`config.mk`:
```
export PLATFORM = sky130hd
export DESIGN_NAME = multicycle_seq32
export DESIGN_NICKNAME = d
export VERILOG_FILES = /design/src/rtl/multicycle_seq32_pkg.sv /design/src/rtl/multicycle_seq32_instr_class32.sv /design/src/rtl/multicycle_seq32.sv
export SDC_FILE = /design/constraint.sdc
export NUM_CORES = 1
export LEC_CHECK = 0
export ABC_AREA = 1
export CAP_MARGIN = 20
export CELL_PAD_IN_SITES_DETAIL_PLACEMENT = 1
export CELL_PAD_IN_SITES_GLOBAL_PLACEMENT = 2
export CORE_MARGIN = 8
export CORE_UTILIZATION = 37
export CTS_BUF_LIST = sky130_fd_sc_hd__clkbuf_4
export DETAILED_ROUTE_END_ITERATION = 6
export DONT_BUFFER_PORTS = 1
export PLACE_DENSITY = 0.8
export SLEW_MARGIN = 20
export SYNTH_ARGS = -nofsm -noshare
export SYNTH_HDL_FRONTEND = slang
export SYNTH_SLANG_ARGS = --single-unit
```
`constraint.sdc`:
```
create_clock -name clock -period 3.2 [get_ports clock]
set_clock_uncertainty 0.2 [all_clocks]
set_input_delay 0.16 -clock clock [delete_from_list [all_inputs] [get_ports clock]]
set_output_delay 0.16 -clock clock [all_outputs]
set_load 0.005 [all_outputs]
```
`src/rtl/multicycle_seq32_pkg.sv`:
```
// multicycle_seq32_pkg: state encoding, pc_src codes, opcode constants and instruction classes
package multicycle_seq32_pkg;
  typedef enum logic [2:0] {
    FETCH  = 3'd0,
    DECODE = 3'd1,
    EXEC   = 3'd2,
    MEM    = 3'd3,
    WB     = 3'd4,
    FAULT  = 3'd5
  } state_t;
  localparam logic [1:0] PC_SEQ  = 2'd0;
  localparam logic [1:0] PC_BR   = 2'd1;
  localparam logic [1:0] PC_JUMP = 2'd2;
  localparam logic [1:0] PC_JR   = 2'd3;
  localparam logic [5:0] OP_RTYPE = 6'b000000;
  localparam logic [5:0] OP_LW    = 6'b100011;
  localparam logic [5:0] OP_SW    = 6'b101011;
  localparam logic [5:0] OP_BEQ   = 6'b000100;
  localparam logic [5:0] OP_BNE   = 6'b000101;
  localparam logic [5:0] OP_J     = 6'b000010;
  localparam logic [5:0] OP_JAL   = 6'b000011;
  localparam logic [5:0] FN_JR    = 6'b001000;
  typedef enum logic [3:0] {
    CL_RALU, CL_JR, CL_I, CL_LW, CL_SW, CL_BEQ, CL_BNE, CL_J, CL_JAL, CL_ILL
  } iclass_t;
endpackage

```
`src/rtl/multicycle_seq32_instr_class32.sv`:
```
// instr_class32: combinational MIPS32 opcode/funct to instruction-class decoder
module instr_class32
  import multicycle_seq32_pkg::*;
(
  input  logic [5:0] opcode,
  input  logic [5:0] funct,
  output iclass_t    iclass
);
  always_comb begin
    iclass = opcode == OP_RTYPE    ? (funct == FN_JR ? CL_JR : CL_RALU) :
             opcode[5:3] == 3'b001 ? CL_I   :
             opcode == OP_LW       ? CL_LW  :
             opcode == OP_SW       ? CL_SW  :
             opcode == OP_BEQ      ? CL_BEQ :
             opcode == OP_BNE      ? CL_BNE :
             opcode == OP_J        ? CL_J   :
             opcode == OP_JAL      ? CL_JAL : CL_ILL;
  end
endmodule

```
`src/rtl/multicycle_seq32.sv`:
```
// multicycle_seq32: MIPS32 multi-cycle sequencer with memory handshakes, watchdog and retire counter
module multicycle_seq32
  import multicycle_seq32_pkg::*;
#(
  parameter int TIMEOUT = 255,
  parameter int CNT_W   = 32
) (
  input  logic             clock,
  input  logic             reset,
  input  logic [5:0]       Opcode,
  input  logic [5:0]       Function_opcode,
  input  logic             Zero,
  input  logic             imem_ack,
  input  logic             dmem_ack,
  output logic             imem_req,
  output logic             dmem_req,
  output logic             dmem_we,
  output logic             ir_write,
  output logic             pc_write,
  output logic [1:0]       pc_src,
  output logic             reg_write,
  output logic             illegal,
  output logic             fault,
  output logic [2:0]       state,
  output logic [CNT_W-1:0] instret
);
  state_t      st;
  iclass_t     cls;
  logic [31:0] wait_cnt;
  logic        run;
  logic        taken;
  logic        ctl_xfer;
  logic        timeout_hit;
  instr_class32 u_class (
    .opcode (Opcode),
    .funct  (Function_opcode),
    .iclass (cls)
  );
  always_comb begin
    run         = ~reset;
    taken       = (cls == CL_BEQ && Zero) || (cls == CL_BNE && !Zero);
    ctl_xfer    = cls inside {CL_BEQ, CL_BNE, CL_J, CL_JR};
    timeout_hit = TIMEOUT != 0 && wait_cnt == 32'(TIMEOUT - 1);
    imem_req    = run && st == FETCH;
    ir_write    = imem_req && imem_ack;
    dmem_req    = run && st == MEM;
    dmem_we     = dmem_req && cls == CL_SW;
    reg_write   = run && st == WB;
    illegal     = run && st == DECODE && cls == CL_ILL;
    fault       = run && st == FAULT;
    pc_write    = illegal || (run && st == EXEC && ctl_xfer) || (dmem_we && dmem_ack) || reg_write;
    pc_src      = !pc_write ? PC_SEQ :
                  st == EXEC ? (cls == CL_J ? PC_JUMP : cls == CL_JR ? PC_JR : taken ? PC_BR : PC_SEQ) :
                  st == WB && cls == CL_JAL ? PC_JUMP : PC_SEQ;
    state       = st;
  end
  always_ff @(posedge clock or posedge reset) begin
    if (reset) begin
      st       <= FETCH;
      wait_cnt <= '0;
      instret  <= '0;
    end else begin
      wait_cnt <= '0;
      if (pc_write) instret <= instret + CNT_W'(1);
      case (st)
        FETCH:   if (imem_ack) st <= DECODE;
                 else if (timeout_hit) st <= FAULT;
                 else wait_cnt <= wait_cnt + 32'd1;
        DECODE:  st <= cls == CL_ILL ? FETCH : EXEC;
        EXEC:    st <= ctl_xfer ? FETCH : cls inside {CL_LW, CL_SW} ? MEM : WB;
        MEM:     if (dmem_ack) st <= cls == CL_SW ? FETCH : WB;
                 else if (timeout_hit) st <= FAULT;
                 else wait_cnt <= wait_cnt + 32'd1;
        WB:      st <= FETCH;
        FAULT:   st <= FAULT;
        default: st <= FAULT;
      endcase
    end
  end
endmodule
```
# Word-level counts from Yosys, hierarchy flattened
# Index checks and enable logic that the tools add are counted.
# totals
register_bits	67
out_inout_bits	45
elab_cells	78
# classes
n_addsub	2
n_eq_ne	22
n_mux	27
bitwise	1
reduce_logical	23
# ops
op	n
two-way mux 32 bit	3
adder 32 x 1 -> 32 bit (second input constant)	2
case mux 32 bit (2 select lines)	1
equality test 32 x 8 -> 1 bit (second input constant)	1
two-way mux 4 bit	7
two-way mux 3 bit	6
equality test 4 x 3 -> 1 bit (second input constant)	4
case mux 3 bit (5 select lines)	1
logical AND 1 bit	14
equality test 6 x 2 -> 1 bit (second input constant)	2
equality test 6 x 3 -> 1 bit (second input constant)	2
equality test 6 bit (second input constant)	2
two-way mux 2 bit	6
equality test 4 bit (second input constant)	2
equality test 3 x 1 -> 1 bit (second input constant)	2
equality test 3 x 2 -> 1 bit (second input constant)	2
equality test 3 bit (second input constant)	2
equality test 6 x 4 -> 1 bit (second input constant)	1
zero test 6 bit	1
equality test 4 x 1 -> 1 bit (second input constant)	1
equality test 4 x 2 -> 1 bit (second input constant)	1
logical OR 1 bit	4
nonzero test 4 bit	1
zero test 3 bit	1
4 further kinds	6

# Depth between registers and ports, before layout
# logic_depth
ltp_word	17
depth_mapped	13
depth_no_buf	13

# Cells and area by module
# Synthesis repeated with hierarchy kept, for this count alone.
# hier_totals
hier_cells	723
hier_area_um2	4662.0
# by_module_without_submodules
mod	instances	cells_each	area_per_inst_um2	seq_area_each_um2
multicycle_seq32	1	682	4478.0	1676.6
instr_class32	1	41	183.9	0.0

# Least setup slack after synthesis
# No wires, ideal clock.
# synth_path
path_kind	input to output
from	input reset
to	output pc_src[0]
arrival_time_ps	2428
required_ps	2840
path_slack_ps	412
stages	6
n_path_buf	1
path_cell_list	inv_1 nand2_1 nand4_4 buf_6 nand2_1 inv_1
# synth_via
elab_chain_len	7
# synth_rtl
item	line	rtl
start: declaration	multicycle_seq32.sv:9	input logic reset,
inverter 1 bit (*)	multicycle_seq32.sv:40	run = ~reset;
logical AND 1 bit (on tied branches)	multicycle_seq32.sv:49, multicycle_seq32.sv:46, multicycle_seq32.sv:51	
logical AND 1 bit (on tied branches)	multicycle_seq32.sv:49, multicycle_seq32.sv:47, multicycle_seq32.sv:51	
logical OR 1 bit or logical AND 1 bit (tied branches)	multicycle_seq32.sv:51	pc_write = illegal || (run && st == EXEC && ctl_xfer) || (dmem_we && dmem_ack) || reg_write;
logical OR 1 bit	multicycle_seq32.sv:51	
logical OR 1 bit (*)	multicycle_seq32.sv:51	
net pc_write	multicycle_seq32.sv:19	output logic pc_write,
two-way mux 2 bit (*)	multicycle_seq32.sv:52	pc_src = !pc_write ? PC_SEQ :
end: declaration	multicycle_seq32.sv:20	output logic [1:0] pc_src,
# The timed path passes the listed nets; every way through them passes the cells marked *.

# Worst setup path after layout
# layout_path
from	register st[1], in the netlist state[1]
to	output pc_src[1]
# layout_via
elab_chain_len	7
# layout_rtl
item	line	rtl
start: declaration	multicycle_seq32.sv:27	state_t st;
start signal: assignment	multicycle_seq32.sv:69	DECODE: st <= cls == CL_ILL ? FETCH : EXEC;
start signal: assignment	multicycle_seq32.sv:70	EXEC: st <= ctl_xfer ? FETCH : cls inside {CL_LW, CL_SW} ? MEM : WB;
start signal: assignment	multicycle_seq32.sv:71	MEM: if (dmem_ack) st <= cls == CL_SW ? FETCH : WB;
equality test 3 x 2 -> 1 bit	multicycle_seq32.sv:46	dmem_req = run && st == MEM;
logical AND 1 bit	multicycle_seq32.sv:46	
logical AND 1 bit	multicycle_seq32.sv:47	dmem_we = dmem_req && cls == CL_SW;
net dmem_we	multicycle_seq32.sv:17	output logic dmem_we,
logical AND 1 bit	multicycle_seq32.sv:51	
logical OR 1 bit (2 in series)	multicycle_seq32.sv:51	
net pc_write	multicycle_seq32.sv:19	
two-way mux 2 bit	multicycle_seq32.sv:52	
# The timed path passes the listed nets, and every way through them passes these cells.

==> flow_metrics.tcl <==
set metrics [dict create \
    synthAdderAreaFrac_pct 0.840 \
    wl_mm 13.3 \
    grt_max_degree 68 \
    syn_nets 647 \
    synth_area_sq_mm 0.00447 \
    cts_tree "done" \
    synthXorXnorAreaFrac_pct 8.04 \
    min_path_type "in -> reg" \
    core_area_sq_mm 0.0119 \
    cp_slowest_stage_delay_ns 0.48 \
    viasPerCell 5.10 \
    async_reset_ff_share_pct 100 \
    crit_path_start_kind "flip-flop" \
    seqPwrFrac_pct 58.6 \
    min_period_over_period_pct 87.4 \
    drc_errors 0 \
    critPathSlowestCell "dfrtp_1" \
    gp_congestion 0.785 \
    h-tree-depth 3 \
    tightestPinTransition_ns 0.898 \
    synth-edff-count 0 \
    yosys_warnings 0 \
    p_sw_w 0.000353 \
    clk_latency_ns 0.44 \
    crit_required_ns 2.84 \
    layout_setup_ws_ns 0.405 \
    place_ws_ns 0.787 \
    synth_top_area_cell "dfrtp_1" \
    die-height_microns 126 \
    ios 62 \
    status "complete, no violations" \
    synthSimpleGateAreaFrac_pct 42.5 \
    antenna_found_initial 0 \
    final_hold_viol_count 0 \
    drv_cap 0 \
    setup_viol 0 \
    p_int_w 0.00109 \
    diodes 0 \
    setup_tns_ns 0 \
    overflow 0 \
    clock.fmax_mhz 358 \
    fin_nets 662 \
    cp_num_buf_inv 3 \
    seq_area_frac_synth_pct 37.5 \
    fp.dieW_microns 126 \
    sw_frac_of_total_pct 24.4 \
    path_cells "inv_1, nor3_4, inv_2, nor3_2, nand2_1, nand4_4, nand2_1, inv_1" \
    grt_first_pass_wirelength_mm 21.9 \
    final_cells 793 \
    fp.dieArea_sq_mm 0.0158 \
    wl_per_cell_microns 16.8 \
    clock_path_buffers 2 \
    root_buffer "clkbuf_4" \
    clk_pin_slew_worst_paths_ns 0.11 \
    numPortBuffers 0 \
    drtIter0Drc 225 \
    vias 4043 \
    synth-compound-area-share_pct 3.58 \
    worst-setup-path-type "reg -> out" \
    leakage_nw 2.17 \
    drtAntennaViolNets 0 \
    critPathArrivalTime_ns 2.44 \
    netlist_top_cells_area "dfrtp_1 (38%), nand2_1 (17%), nor2_1 (7.2%), inv_1 (5.3%), xor2_1 (5.3%)" \
    pwr-share-comb_pct 3.4 \
    critical-path-top-delay-family "simple AND/OR/NAND/NOR gates" \
    n_fill_cell 1556 \
    path_max_fanout 35 \
    place_inst 769 \
    grt_pass1_vias 4320 \
    synth_area_per_cell_sq_um 7.13 \
    end_kind "output pin" \
    synth_seq_cells 67 \
    syn_to_final_growth_pct 7.39 \
    initial_utilization_pct 37.5 \
    drive_gt1_share_pct 8.05 \
    mostFrequentLayoutCell "nand2_1" \
    rsz0062_at_grt "false" \
    final_cell_mix "nand2_1 (206), nor2_1 (86), dfrtp_1 (67), inv_1 (62), nand3_1 (30)" \
    layout_min_cycle_time_ns 2.80 \
    cts_resized 0 \
    dp_hpwl_mm 10.1 \
    rows 40 \
    synth_ff_type "dfrtp_1" \
    power_frac_clock_pct 38.0 \
    synth.mux.area_fraction_pct 0 \
    slew_violations 0 \
    synth_top_family_by_area "simple AND/OR/NAND/NOR gates" \
    dr.pass1.iters 4 \
    yosysUniqueCellTypes 36 \
    power-per-cell-area_mw_per_mm2 301 \
    cts_buffers 9 \
    clock-sinks 67 \
    relSlewSlack_pct 40.1 \
    synth_top_area_share_pct 37.5 \
    grt_use_total_pct 17.0 \
    ir_worst_vdd_uv 159 \
    synth_cells 627 \
]
final timing paths:
kind / start / to / slack (ns) / depth (start not counted)
max in group asynchronous: reset / instret[3]$_DFFE_PP0P_ / 1.89 / 3
setup / recovery: state[1]$_DFF_PP0_ / pc_src[1] / 0.40 / 8
min in group asynchronous: reset / wait_cnt[21]$_DFF_PP0_ / 0.34 / 3
hold reg to reg: wait_cnt[0]$_DFF_PP0_ / wait_cnt[0]$_DFF_PP0_ / 0.29 / 1
hold / removal: dmem_ack / instret[22]$_DFFE_PP0P_ / 0.05 / 5
setup reg to reg: state[1]$_DFF_PP0_ / state[2]$_DFF_PP0_ / 0.72 / 6
per-stage QoR:
stage / power, W / util (%) / area [sq um] / hold slack [ns]
2_1_floorplan: 0.000896 / - / 4470 / 0.0602
3_3_place_gp: 0.000907 / 38.5 / 4590 / 0.0669
3_5_place_dp: 0.000908 / 38.5 / 4590 / 0.0706
4_1_cts: 0.00148 / 40.3 / 4800 / 0.00614
5_1_grt: 0.00151 / 40.3 / 4800 / 0.0540
6_report: 0.00144 / 40.3 / 4800 / 0.0536
worst register-to-register path: stages, from the launching register on:
cell and delay (ns):
dfrtp_1 0.48, inv_1 0.16, nor3_4 0.23, nand3_1 0.10
dlygate4sd3_1 0.57, o2111ai_1 0.10, dlygate4sd3_1 0.58
power by group through the flow:
| stage | clock [W] | sequential [W] | combinational (W) |
|---|---|---|---|
| final | 0.000549 | 0.000846 | 0.0000491 |
| after global routing | 0.000604 | 0.000847 | 0.0000565 |
| after CTS | 0.000580 | 0.000846 | 0.0000511 |
| after detailed placement | 0 | 0.000863 | 0.0000449 |
| after global placement | 0 | 0.000863 | 0.0000444 |
| after floorplan | 0 | 0.000863 | 0.0000337 |
cells in the mapped netlist, types with 2 or more instances:
library cell / instances
nand4_1: 14
nor3_1: 28
or2_2: 4
nor2_1: 86
o21ai_0: 7
nor4_1: 13
dfrtp_1: 67
nor3_2: 3
inv_2: 6
a211oi_1: 2
xnor2_1: 14
nor2_4: 4
nand3_1: 30
nor2_2: 7
ha_1: 3
inv_1: 63
xor2_1: 27
nand3_2: 5
nand2_2: 2
nand4_4: 2
nor3_4: 2
buf_6: 7
nand2_1: 206
a21oi_1: 13
timing repair:
action / in CTS / in global routing
buffers inserted: 0 / 0
hold buffers: 9 / 0
hold endpoints to repair: 87 / 0
final cells by class:
class | instances | area, sq um | area share [%]
sequential | 67 | 1680 | 34.9
clock buffer | 10 | 75.1 | 1.56
inverter | 69 | 259 | 5.40
tap | 147 | 184 | 3.83
timing repair buffer | 11 | 105 | 2.19
multi-input combinational | 484 | 2450 | 51.1
clock inverter | 5 | 45.0 | 0.939
routing by layer:
metal	up-vias	share of wire, %	global-route usage, %
met2	62	47	28.1
met3	17	5.6	5.82
met4	0	1.7	5.31
met1	1942	46	20.5
met5	-	0	0
li1	2022	-	-
state kept, by name, indices dropped and copies added (netlist names):
signal    flops
instret      32
wait_cnt     32
state         3
cell families (layout without fill, tap and decap cells):
| group | count (synthesis) | in the layout |
|---|---|---|
| and+or+nand+nor | 412 | 412 |
| adders and majority gates | 3 | 3 |
| buffers and inverters | 76 | 95 |
| DFF | 67 | 67 |
| xor gates and xnor gates | 41 | 41 |
| AOI/OAI and AO/OA | 28 | 28 |
(Power assumes the default switching activity.)
